**config.mk**
```make
export PLATFORM = sky130hd
export DESIGN_NAME = mem_read_arbiter
export DESIGN_NICKNAME = d
export VERILOG_FILES = /design/src/rtl/mem_read_arbiter_pkg.sv /design/src/rtl/mem_read_arbiter_req_slot.sv /design/src/rtl/mem_read_arbiter.sv
export SDC_FILE = /design/constraint.sdc
export NUM_CORES = 1
export LEC_CHECK = 0
export ABC_AREA = 1
export CORE_AREA = 2 2 194 196
export DETAILED_ROUTE_END_ITERATION = 10
export DIE_AREA = 0 0 196 198
export PLACE_DENSITY = 0.78
export RECOVER_POWER = 25
export SYNTH_ARGS = -nofsm -noshare
export SYNTH_HDL_FRONTEND = slang
export SYNTH_SLANG_ARGS = --single-unit
```
**constraint.sdc**
```tcl
create_clock -name cpu_clk -period 3.3 [get_ports cpu_clk]
set_input_delay 0.33 -clock cpu_clk [delete_from_list [all_inputs] [get_ports cpu_clk]]
set_output_delay 0.33 -clock cpu_clk [all_outputs]
set_load 0.01 [all_outputs]
```
**src/rtl/mem_read_arbiter_pkg.sv**
```systemverilog
// Shared types and constants for the cache-refill read arbiter.
// Latency: n/a (types, constants and a combinational helper only).
// Backpressure: n/a.
package mem_read_arbiter_pkg;

    // Refill block width used by both cache refill paths.
    localparam int CACHE_BLK_SIZE = 128;

    typedef enum logic {
        ARB_IDLE = 1'b0,
        ARB_WAIT = 1'b1
    } arb_state_t;

    // Port identifiers, also used as the encoding of the owner/last registers.
    localparam logic ARB_IC = 1'b0;
    localparam logic ARB_DC = 1'b1;

    // Contents of one pending refill request.
    typedef struct packed {
        logic [31:0] addr;
        logic [3:0]  ren;
    } rd_req_t;

    // Round-robin pick: on a tie the port that was not granted last wins,
    // otherwise the only pending port wins.
    function automatic logic pick_port(input logic ic_v, input logic dc_v, input logic last);
        if (ic_v && dc_v) begin
            return ~last;
        end
        if (dc_v) begin
            return ARB_DC;
        end
        return ARB_IC;
    endfunction

endpackage

```
**src/rtl/mem_read_arbiter_req_slot.sv**
```systemverilog
// One-entry pending request slot for a cache refill port (arb_req_slot).
// Latency: request pulse loads the slot at the next edge; rrdy drops from that edge.
// Backpressure: rrdy=0 while occupied; a request pulse while occupied is dropped.
//
// Ports: cpu_clk/cpu_rstn clock and async active-low reset; ren/raddr request
// pulse from the cache; clr marks the response as delivered; rrdy, pend_v and
// pend expose the slot state to the arbiter.
module arb_req_slot
    import mem_read_arbiter_pkg::*;
(
    input  logic        cpu_clk,
    input  logic        cpu_rstn,
    input  logic [3:0]  ren,
    input  logic [31:0] raddr,
    input  logic        clr,
    output logic        rrdy,
    output logic        pend_v,
    output rd_req_t     pend
);

    always_ff @(posedge cpu_clk or negedge cpu_rstn) begin
        if (!cpu_rstn) begin
            pend_v <= 1'b0;
            pend   <= '0;
        end else if (clr) begin
            pend_v <= 1'b0;
        end else if ((|ren) && !pend_v) begin
            // A pulse while occupied is a protocol error: keep the original request.
            pend_v    <= 1'b1;
            pend.addr <= raddr;
            pend.ren  <= ren;
        end
    end

    assign rrdy = !pend_v;

endmodule

```
**src/rtl/mem_read_arbiter.sv**
```systemverilog
// Round-robin arbiter of ICache/DCache block refills onto one memory read port.
// Latency: request pulse to dev_ren >= 2 cycles; dev_rvalid to x_rvalid 1 cycle.
// Backpressure: issue waits for dev_rrdy in IDLE; each port holds one request, rrdy low until its response.
//
// Ports: cpu_clk/cpu_rstn clock and async active-low reset; ic_*/dc_* cache
// request (rrdy/ren/raddr) and response (rvalid/rdata) channels; dev_* the
// single memory read port (rrdy/ren/raddr out, rvalid/rdata back).
module mem_read_arbiter
    import mem_read_arbiter_pkg::*;
#(
    parameter int BLK_W    = CACHE_BLK_SIZE,
    parameter bit RST_PRIO = 1'b0
) (
    input  logic             cpu_clk,
    input  logic             cpu_rstn,
    output logic             ic_rrdy,
    input  logic [3:0]       ic_ren,
    input  logic [31:0]      ic_raddr,
    output logic             ic_rvalid,
    output logic [BLK_W-1:0] ic_rdata,
    output logic             dc_rrdy,
    input  logic [3:0]       dc_ren,
    input  logic [31:0]      dc_raddr,
    output logic             dc_rvalid,
    output logic [BLK_W-1:0] dc_rdata,
    input  logic             dev_rrdy,
    output logic [3:0]       dev_ren,
    output logic [31:0]      dev_raddr,
    input  logic             dev_rvalid,
    input  logic [BLK_W-1:0] dev_rdata
);

    arb_state_t state;
    arb_state_t state_nxt;
    logic       owner;
    logic       last;
    logic       win;
    logic       issue;
    logic       deliver;
    rd_req_t    sel;

    logic       ic_pend_v;
    logic       dc_pend_v;
    rd_req_t    ic_pend;
    rd_req_t    dc_pend;
    logic       ic_clr;
    logic       dc_clr;

    assign ic_clr = deliver && (owner == ARB_IC);
    assign dc_clr = deliver && (owner == ARB_DC);

    arb_req_slot u_ic_slot (
        .cpu_clk  (cpu_clk),
        .cpu_rstn (cpu_rstn),
        .ren      (ic_ren),
        .raddr    (ic_raddr),
        .clr      (ic_clr),
        .rrdy     (ic_rrdy),
        .pend_v   (ic_pend_v),
        .pend     (ic_pend)
    );

    arb_req_slot u_dc_slot (
        .cpu_clk  (cpu_clk),
        .cpu_rstn (cpu_rstn),
        .ren      (dc_ren),
        .raddr    (dc_raddr),
        .clr      (dc_clr),
        .rrdy     (dc_rrdy),
        .pend_v   (dc_pend_v),
        .pend     (dc_pend)
    );

    // In IDLE every pending slot is un-issued: the owner's slot is cleared on
    // the same edge that returns the FSM to IDLE.
    always_comb begin
        state_nxt = state;
        issue     = 1'b0;
        deliver   = 1'b0;
        win       = pick_port(ic_pend_v, dc_pend_v, last);
        sel       = (win == ARB_DC) ? dc_pend : ic_pend;
        if (state == ARB_IDLE) begin
            if ((ic_pend_v || dc_pend_v) && dev_rrdy) begin
                issue     = 1'b1;
                state_nxt = ARB_WAIT;
            end
        end else begin
            if (dev_rvalid) begin
                deliver   = 1'b1;
                state_nxt = ARB_IDLE;
            end
        end
    end

    always_ff @(posedge cpu_clk or negedge cpu_rstn) begin
        if (!cpu_rstn) begin
            state <= ARB_IDLE;
        end else begin
            state <= state_nxt;
        end
    end

    // Registered memory request and response delivery; dev_ren and x_rvalid
    // are single-cycle pulses, address and data hold between transactions.
    always_ff @(posedge cpu_clk or negedge cpu_rstn) begin
        if (!cpu_rstn) begin
            dev_ren   <= '0;
            dev_raddr <= '0;
            owner     <= ARB_IC;
            last      <= ~RST_PRIO;
            ic_rvalid <= 1'b0;
            dc_rvalid <= 1'b0;
            ic_rdata  <= '0;
            dc_rdata  <= '0;
        end else begin
            dev_ren   <= '0;
            ic_rvalid <= 1'b0;
            dc_rvalid <= 1'b0;
            if (issue) begin
                dev_ren   <= sel.ren;
                dev_raddr <= sel.addr;
                owner     <= win;
            end
            if (deliver) begin
                last <= owner;
                if (owner == ARB_IC) begin
                    ic_rvalid <= 1'b1;
                    ic_rdata  <= dev_rdata;
                end else begin
                    dc_rvalid <= 1'b1;
                    dc_rdata  <= dev_rdata;
                end
            end
        end
    end

endmodule
```
Word-level counts from Yosys, hierarchy flattened

Cells that the tools add are included.

Output and inout bits: 296
Register bits: 371
Input port bits: 204
Word-level logic and storage cells: 59

Mux-type cells: 23
Bitwise logic cells: 4
Reduce and logical (&&, ||, !) cells: 17

Operator list:

| cell                | number |
|---|---|
| 2-to-1 mux 36 bit   | 1 |
| 2-to-1 mux 1 bit    | 21 |
| AND reduction 2 bit | 4 |
| OR reduction 4 bit  | 2 |
| logical AND 1 bit   | 6 |
| 2-to-1 mux 4 bit    | 1 |
| inverter 1 bit      | 4 |
| nonzero test 2 bit  | 2 |
| logical NOT 1 bit   | 2 |
| logical OR 1 bit    | 1 |

Logic depth before layout (Yosys ltp)

Gate-level depths: netlist of run 1.

Depth after elaboration: 7
Mapped depth: 7
Mapped depth without buffers: 6

Cells and area by module

A second synthesis of run 1 with hierarchy kept.

Cell total of the unflattened synthesis: 1590
Area total of the unflattened synthesis: 14869.3 um2

By module, submodules not included:

| module           | area an instance (um2) | cells each | times used | seq. area each (um2) |
|---|---|---|---|---|
| mem_read_arbiter | 11748.8                | 1266       | 1          | 7433.4 |
| arb_req_slot     | 1560.2                 | 162        | 2          | 925.9 |

Worst setup path after synthesis of run 1

Ideal clock, no wire load.

Path type: reg-to-output
Start: register u_dc_slot.pend_v
End: output port dc_rrdy
Required time: 2970 ps
Buffers on the path: 3
Arrival time: 901 ps
Path slack: 2069 ps
Cell stages (with the launch flop): 5
Cell sequence: dfrtp_1 buf_4 inv_1 buf_4 buf_2

Word-level cells in the longest chain between the ends: 1

RTL lines:

| what                   | line                            | RTL |
|---|---|---|
| start, declared        | mem_read_arbiter_req_slot.sv:17 | `output logic pend_v,` |
| start signal, assigned | mem_read_arbiter_req_slot.sv:23 | `pend_v <= 1'b0;` |
| start signal, assigned | mem_read_arbiter_req_slot.sv:26 | `pend_v <= 1'b0;` |
| start signal, assigned | mem_read_arbiter_req_slot.sv:29 | `pend_v <= 1'b1;` |
| logical NOT 1 bit      | mem_read_arbiter_req_slot.sv:35 | `assign rrdy = !pend_v;` |
| end, declared          | mem_read_arbiter.sv:21          | `output logic dc_rrdy,` |

Every way passes these cells.

Worst setup path in the final report of run 1

Start: register u_dc_slot.pend_v
End: register u_dc_slot.pend[35] (netlist bit)

Word-level cells in the longest chain between the ends: 3

RTL lines:

| what                                 | line                            | RTL |
|---|---|---|
| logical NOT 1 bit                    | mem_read_arbiter_req_slot.sv:27 | `end else if ((\|ren) && !pend_v) begin` |
| logical AND 1 bit                    | mem_read_arbiter_req_slot.sv:27 |  |
| AND reduction 2 bit (no source line) | --                              |  |
| end, declared                        | mem_read_arbiter_req_slot.sv:18 | `output rd_req_t pend` |

Every way passes these cells.
A chain may end at the register's enable or synchronous reset.

==> flow_metrics.py, run 1 <==
metrics = {
    "layout": {
        "n_fill_cell": 3110,
        "mostFrequentLayoutCell": "nand2_1",
        "nets": 2230,
        "final_cell_mix": "501 x nand2_1, 498 x clkdlybuf4s50_1, 370 x dfrtp_1",
        "area_growth_pct": 41.4,
        "drive_above_1_share_pct": 6.77,
        "antennaDiodeCount": 0,
    },
    "clock_network": {
        "cts_made_buffers": 40,
        "cts_tree": "yes",
        "cts_resized": 0,
        "clkLatencyLatePin_ps": 540,
        "clock-sinks": 371,
        "ctsLongestPathBuffers": 3,
        "post-cts-setup-buffer-count": 0,
        "clk_pin_slew_ps": 60,
        "root_buffer": "clkbuf_16",
        "cts.htree.levels": 2,
    },
    "sta": {
        "holdWs_ps": 346,
        "worst_slew_pin_slew_ps": 1490,
        "finalHoldViolations": 0,
        "fin_crit_ps": 2430,
        "finalMaxSlewViolations": 0,
        "slew_headroom_pct": 0.767,
        "grt_setup_unrepaired": "no",
        "final.period_utilization_pct": 73.7,
        "setup_viol": 0,
        "worst_clock_skew_ps": 10.9,
        "fmax_mhz": 411,
        "setup_tns_ps": 0,
    },
    "floorplanning": {
        "dieArea_mm2": 0.0388,
        "start_util_pct": 40.9,
        "core_area_mm2": 0.0370,
        "die_width_um": 196,
        "rows": 71,
        "die_height_um": 198,
        "ioPinCount": 500,
    },
    "logic_synthesis": {
        "syn-num-nets": 1770,
        "netlist_instances": 1566,
        "syn_area_mm2": 0.0151,
        "synth_seq_cells": 371,
        "ys_types": 22,
        "seq_area_frac_synth_pct": 61.4,
        "yosysWarnings": 0,
        "syn_area_per_cell_um2": 9.66,
    },
    "setup_path": {
        "worstSetupStartpoint": "u_dc_slot.pend_v",
        "worstSetupStartpointType": "flop",
        "cp.arrival_ps": 2860,
        "required_ps": 3720,
        "path_class": "reg2reg",
        "cp_max_fo": 37,
        "crit_path_end_kind": "flop",
        "reg2reg_from": "u_dc_slot.pend_v",
    },
    "outcome": {
        "status": "finished with violations",
        "violations": "capacitance limit",
    },
    "grt": {
        "grt_overflow": 0,
        "grt_first_pass_wirelength_um": 70300,
        "antenna_found_initial": 0,
        "track_usage_pct": 23.1,
        "grt_max_degree": 160,
        "grt_pass1_vias": 12800,
    },
    "place": {
        "gp_congestion": 0.868,
        "io_buffers": 499,
        "hpwl_um": 30600,
    },
    "detailed_routing": {
        "wirelength_um": 45000,
        "route.detailed.drc": 0,
        "drt_iter0_markers": 709,
        "vias_per_cell": 4.94,
        "ant_nets": 0,
        "dr_total_vias": 12500,
        "wl_per_cell_um": 17.8,
        "dr.pass1.iters": 5,
    },
    "power_and_ir_drop": {
        "vdd_drop_max_v": 0.000599,
        "p_leak_nw": 10.3,
        "pwr_density_cell_mw_per_mm2": 959,
    },
    "hold_path": {
        "hold_path.class": "in2reg",
        "hp-start": "dev_rdata[114]",
    },
    "flow_run": {
        "cap_violations": 1,
    },
}
==> registers in the layout (all words and copies together), names as in the netlist <==
signal,flops
ic_rvalid,1
u_ic_slot.pend,36
u_dc_slot.pend,36
owner,1
ic_rdata,128
dc_rvalid,1
dev_ren,4
state,1
last,1
u_dc_slot.pend_v,1
dc_rdata,128
u_ic_slot.pend_v,1
dev_raddr,32
==> worst max-delay path, cell delays in order (launching register included) <==
cell and delay (ps):
dfrtp_1 550, inv_1 170, buf_4 430, nand3_2 780
nand2_1 290, nand2_1 80
==> per-layer routing <==
| metal | up-vias | part of all wire [%] | GRT usage (%) |
|---|---|---|---|
| met3 | 67 | 10 | 7.90 |
| met5 | - | 0 | 0 |
| met1 | 5977 | 38 | 27.3 |
| met2 | 551 | 49 | 39.4 |
| li1 | 5900 | - | - |
| met4 | 0 | 2.5 | 7.55 |
==> layout make-up <==
| type | instances | area [um^2] | area share, % |
|---|---|---|---|
| sequential | 371 | 9290 | 43.4 |
| timing repair buffer | 521 | 5220 | 24.4 |
| multi-input combinational | 922 | 4400 | 20.6 |
| clock buffer | 63 | 1180 | 5.51 |
| inverter | 170 | 638 | 2.98 |
| tap | 474 | 593 | 2.77 |
| clock inverter | 6 | 80.1 | 0.374 |
==> power by group <==
part	leakage [nW]	internal (mW)	switching, mW
Clock	0.617	2.59	1.79
Sequential	4.62	6.65	1.20
Combinational	5.10	4.26	4.04
==> cells in the mapped netlist <==
cell type / count / area, um^2
a21oi_1: 1 / 5.00
buf_1: 2 / 7.51
buf_2: 36 / 180
buf_4: 6 / 45.0
buf_6: 47 / 529
clkbuf_1: 12 / 45.0
dfrtp_1: 370 / 9260
dfstp_2: 1 / 26.3
inv_1: 169 / 634
inv_2: 1 / 3.75
nand2_1: 501 / 1880
nand2_2: 1 / 6.26
nand3_1: 32 / 160
nand3_2: 2 / 20.0
nand3_4: 2 / 35.0
nand3b_1: 32 / 240
nand4_1: 72 / 450
nor2_1: 14 / 52.6
nor2_2: 1 / 6.26
o21ai_0: 65 / 325
o21ai_1: 140 / 701
o21ai_2: 59 / 517
==> through the flow <==
stage          utilization [%]  instance area (um^2)  power (mW)  worst slack [ps]  cells
3_3_place_gp              54.6                 20200        15.9              1060   2457
6_report                  57.9                 21400        20.5               869   2527
4_1_cts                   58.0                 21400        20.7               937   2527
2_1_floorplan                -                 15100        11.5              2070   1566
5_1_grt                   57.9                 21400        21.8               544   2527
3_5_place_dp              54.6                 20200        16.2               960   2457
==> path summary, 6_finish.rpt <==
check	to	slack, ps	cells after the start
max	u_dc_slot.pend[35]	870	5
min	dc_rdata[114]	350	3
max reg2reg	u_dc_slot.pend[35]	870	5
min reg2reg	u_dc_slot.pend[34]	460	2
max in group asynchronous	dc_rdata[8]	910	3
min in group asynchronous	u_dc_slot.pend[15]	430	2
==> kinds of logic (layout without fill, tap and decap cells) <==
logic type | Yosys count | after routing | share of synthesized area (%)
buffers and inverters | 273 | 760 | 9.55
and+or+nand+nor | 657 | 657 | 18.8
AOI/OAI and AO/OA | 265 | 265 | 10.2
DFF | 371 | 371 | 61.4
==> what timing repair did <==
action / 4_1_cts / 5_1_grt
hold endpoints to repair: 85 / 0
endpoints found under the setup margin: 0 / 0
hold buffers: 1 / 0
Note: power is estimated with default switching activity, not from simulation.
==> inputs of run 2 (changes only) <==
CORE_AREA = unset   (was 2 2 194 196)
CORE_MARGIN = 2   (was unset)
CORE_UTILIZATION = 42   (was unset)
DIE_AREA = unset   (was 0 0 196 198)
PLACE_DENSITY = 0.82   (was 0.78)
clock period = 2 ns   (was 3.3 ns; I/O delays follow)
==> flow_metrics.py, run 2 (synthesized netlist as in run 1, its figures left out) <==
metrics = {
    "place": {
        "detailedPlace.worstSlack_ps": 263,
        "io_buffers": 499,
        "hpwl_um": 32900,
        "gp_congestion": 0.869,
    },
    "sta": {
        "slew_headroom_pct": 30.7,
        "worst_slew_pin_slew_ps": 1040,
        "fin_crit_ps": 1860,
        "fmax_mhz": 538,
        "final.period_utilization_pct": 92.9,
        "worst_clock_skew_ps": 11.3,
        "finalHoldViolations": 0,
        "setup_viol": 0,
        "finalMaxSlewViolations": 0,
        "grt_setup_unrepaired": "no",
        "setup_ws_ps": 141,
        "setup_tns_ps": 0,
    },
    "power_and_ir_drop": {
        "pwr_density_cell_mw_per_mm2": 1580,
        "cell_internal_pwr_mw": 22.8,
        "seq_power_share_pct": 37.5,
        "p_clk_share_pct": 21.7,
        "p_sw_share_pct": 33.8,
        "power_mw": 34.5,
        "p_leak_nw": 10.6,
        "vdd_drop_max_v": 0.00103,
        "pwr-share-comb_pct": 40.8,
        "p_sw_mw": 11.7,
    },
    "clock_network": {
        "ctsLongestPathBuffers": 3,
        "clock-sinks": 371,
        "cts_tree": "yes",
        "root_buffer": "clkbuf_16",
        "clk_pin_slew_ps": 60,
        "cts_made_buffers": 39,
        "clkLatencyLatePin_ps": 520,
        "cts.htree.levels": 2,
    },
    "setup_path": {
        "worstSetupStartpointType": "flop",
        "cp-endpoint": "dc_rrdy",
        "crit_path_end_kind": "output pin",
        "worst_r2r_path_depth": 6,
        "timing.rr.end": "dev_raddr[16]",
        "path_class": "reg2out",
        "rrSetupSlack_ps": 380,
        "worstSetupStartpoint": "u_dc_slot.pend_v",
        "cp_max_fo": 5,
        "required_ps": 1800,
        "cp.arrival_ps": 1660,
        "reg2reg_from": "last",
    },
    "detailed_routing": {
        "dr.pass1.iters": 5,
        "ant_nets": 0,
        "route.detailed.drc": 0,
        "wl_per_cell_um": 18.1,
        "vias_per_cell": 5.03,
        "dr_total_vias": 12800,
        "drt_iter0_markers": 733,
        "wirelength_um": 46000,
    },
    "grt": {
        "grt_first_pass_wirelength_um": 73000,
        "track_usage_pct": 24.3,
        "grt_pass1_vias": 13300,
        "grt_overflow": 0,
        "grt_max_degree": 67,
        "antenna_found_initial": 6,
    },
    "floorplanning": {
        "core_area_mm2": 0.0355,
        "die_width_um": 194,
        "ioPinCount": 500,
        "dieArea_mm2": 0.0376,
        "die_height_um": 194,
        "start_util_pct": 42.6,
        "rows": 69,
    },
    "layout": {
        "nets": 2258,
        "final_cell_mix": "501 x nand2_1, 498 x clkdlybuf4s50_1, 370 x dfrtp_1",
        "area_growth_pct": 44.3,
        "final_core_util_pct": 61.5,
        "reg.largest.list": "dc_rdata (128), ic_rdata (128)",
        "n_fill_cell": 2780,
        "mostFrequentLayoutCell": "nand2_1",
        "drive_above_1_share_pct": 8.36,
    },
    "outcome": {
        "status": "finished clean",
    },
    "flow_run": {
        "cap_violations": 0,
    },
    "hold_path": {
        "hold_path.class": "in2async",
    },
}
## run 2: changes by cell type in the layout (fill, tap and decap cells not counted), sizes merged
cell	previous run	this run
diode	0	3
bufinv	2	4
buf	16	42
clkinvlp	0	1
clkbuf	69	68
## run 2: critical path: stages, from the launching register on
cell	delay, ps
dfrtp_1	450
inv_2	140
clkdlybuf4s50_1	560
## run 2: worst min-delay path by stage
stage	startpoint	to	slack, ps
floorplan	cpu_rstn	dc_rdata[0]	-100
global placement	cpu_rstn	u_dc_slot.pend[30]	170
detailed placement	cpu_rstn	dev_raddr[26]	170
CTS	dev_rdata[105]	dc_rdata[105]	210
global route	dev_rdata[98]	dc_rdata[98]	230
finish	cpu_rstn	u_ic_slot.pend[23]	220
## run 2: power groups by stage
stage / clock [mW] / sequential [mW] / combinational (mW)
finish: 7.49 / 12.9 / 14.1
global route: 7.94 / 13.3 / 15.2
CTS: 7.64 / 12.9 / 14.2
detailed placement: 0 / 13.0 / 14.1
global placement: 0 / 12.8 / 13.7
floorplan: 0 / 14.0 / 4.92
## run 2: through the flow
stage / instances / hold slack, ps / cell area [um^2]
after floorplan: 1566 / -95.6 / 15100
after global placement: 2473 / 167 / 20500
after detailed placement: 2473 / 174 / 20500
after CTS: 2542 / 206 / 21900
after global routing: 2545 / 229 / 21800
final: 2545 / 224 / 21800
## run 2: final cells by class
cell class / instances / area [um^2] / share of cell area [%]
Clock buffer: 59 / 1180 / 5.42
Tap cell: 461 / 577 / 2.64
Multi-Input combinational cell: 922 / 4400 / 20.2
Timing Repair Buffer: 550 / 5590 / 25.6
Clock inverter: 9 / 151 / 0.694
Antenna cell: 3 / 7.51 / 0.0344
Inverter: 170 / 638 / 2.92
Sequential cell: 371 / 9290 / 42.5
## run 2: timing repair
| action | in CTS | in global routing |
|---|---|---|
| endpoints found under the setup margin | 0 | 1 |
| resized for setup | 0 | 1 |
| hold buffers | 1 | 0 |
| buffers inserted | 0 | 0 |
| hold endpoints to repair | 42 | 0 |
## run 2: per-layer routing
metal | part of all wire (%) | vias to the layer above | wire (um) | track usage (%)
met5 | 0.096 | - | 44 | 0
met4 | 4.5 | 6 | 2070 | 10.5
met3 | 10 | 122 | 4820 | 7.95
met2 | 49 | 641 | 22600 | 41.0
met1 | 36 | 6060 | 16500 | 28.4
li1 | - | 5976 | - | -
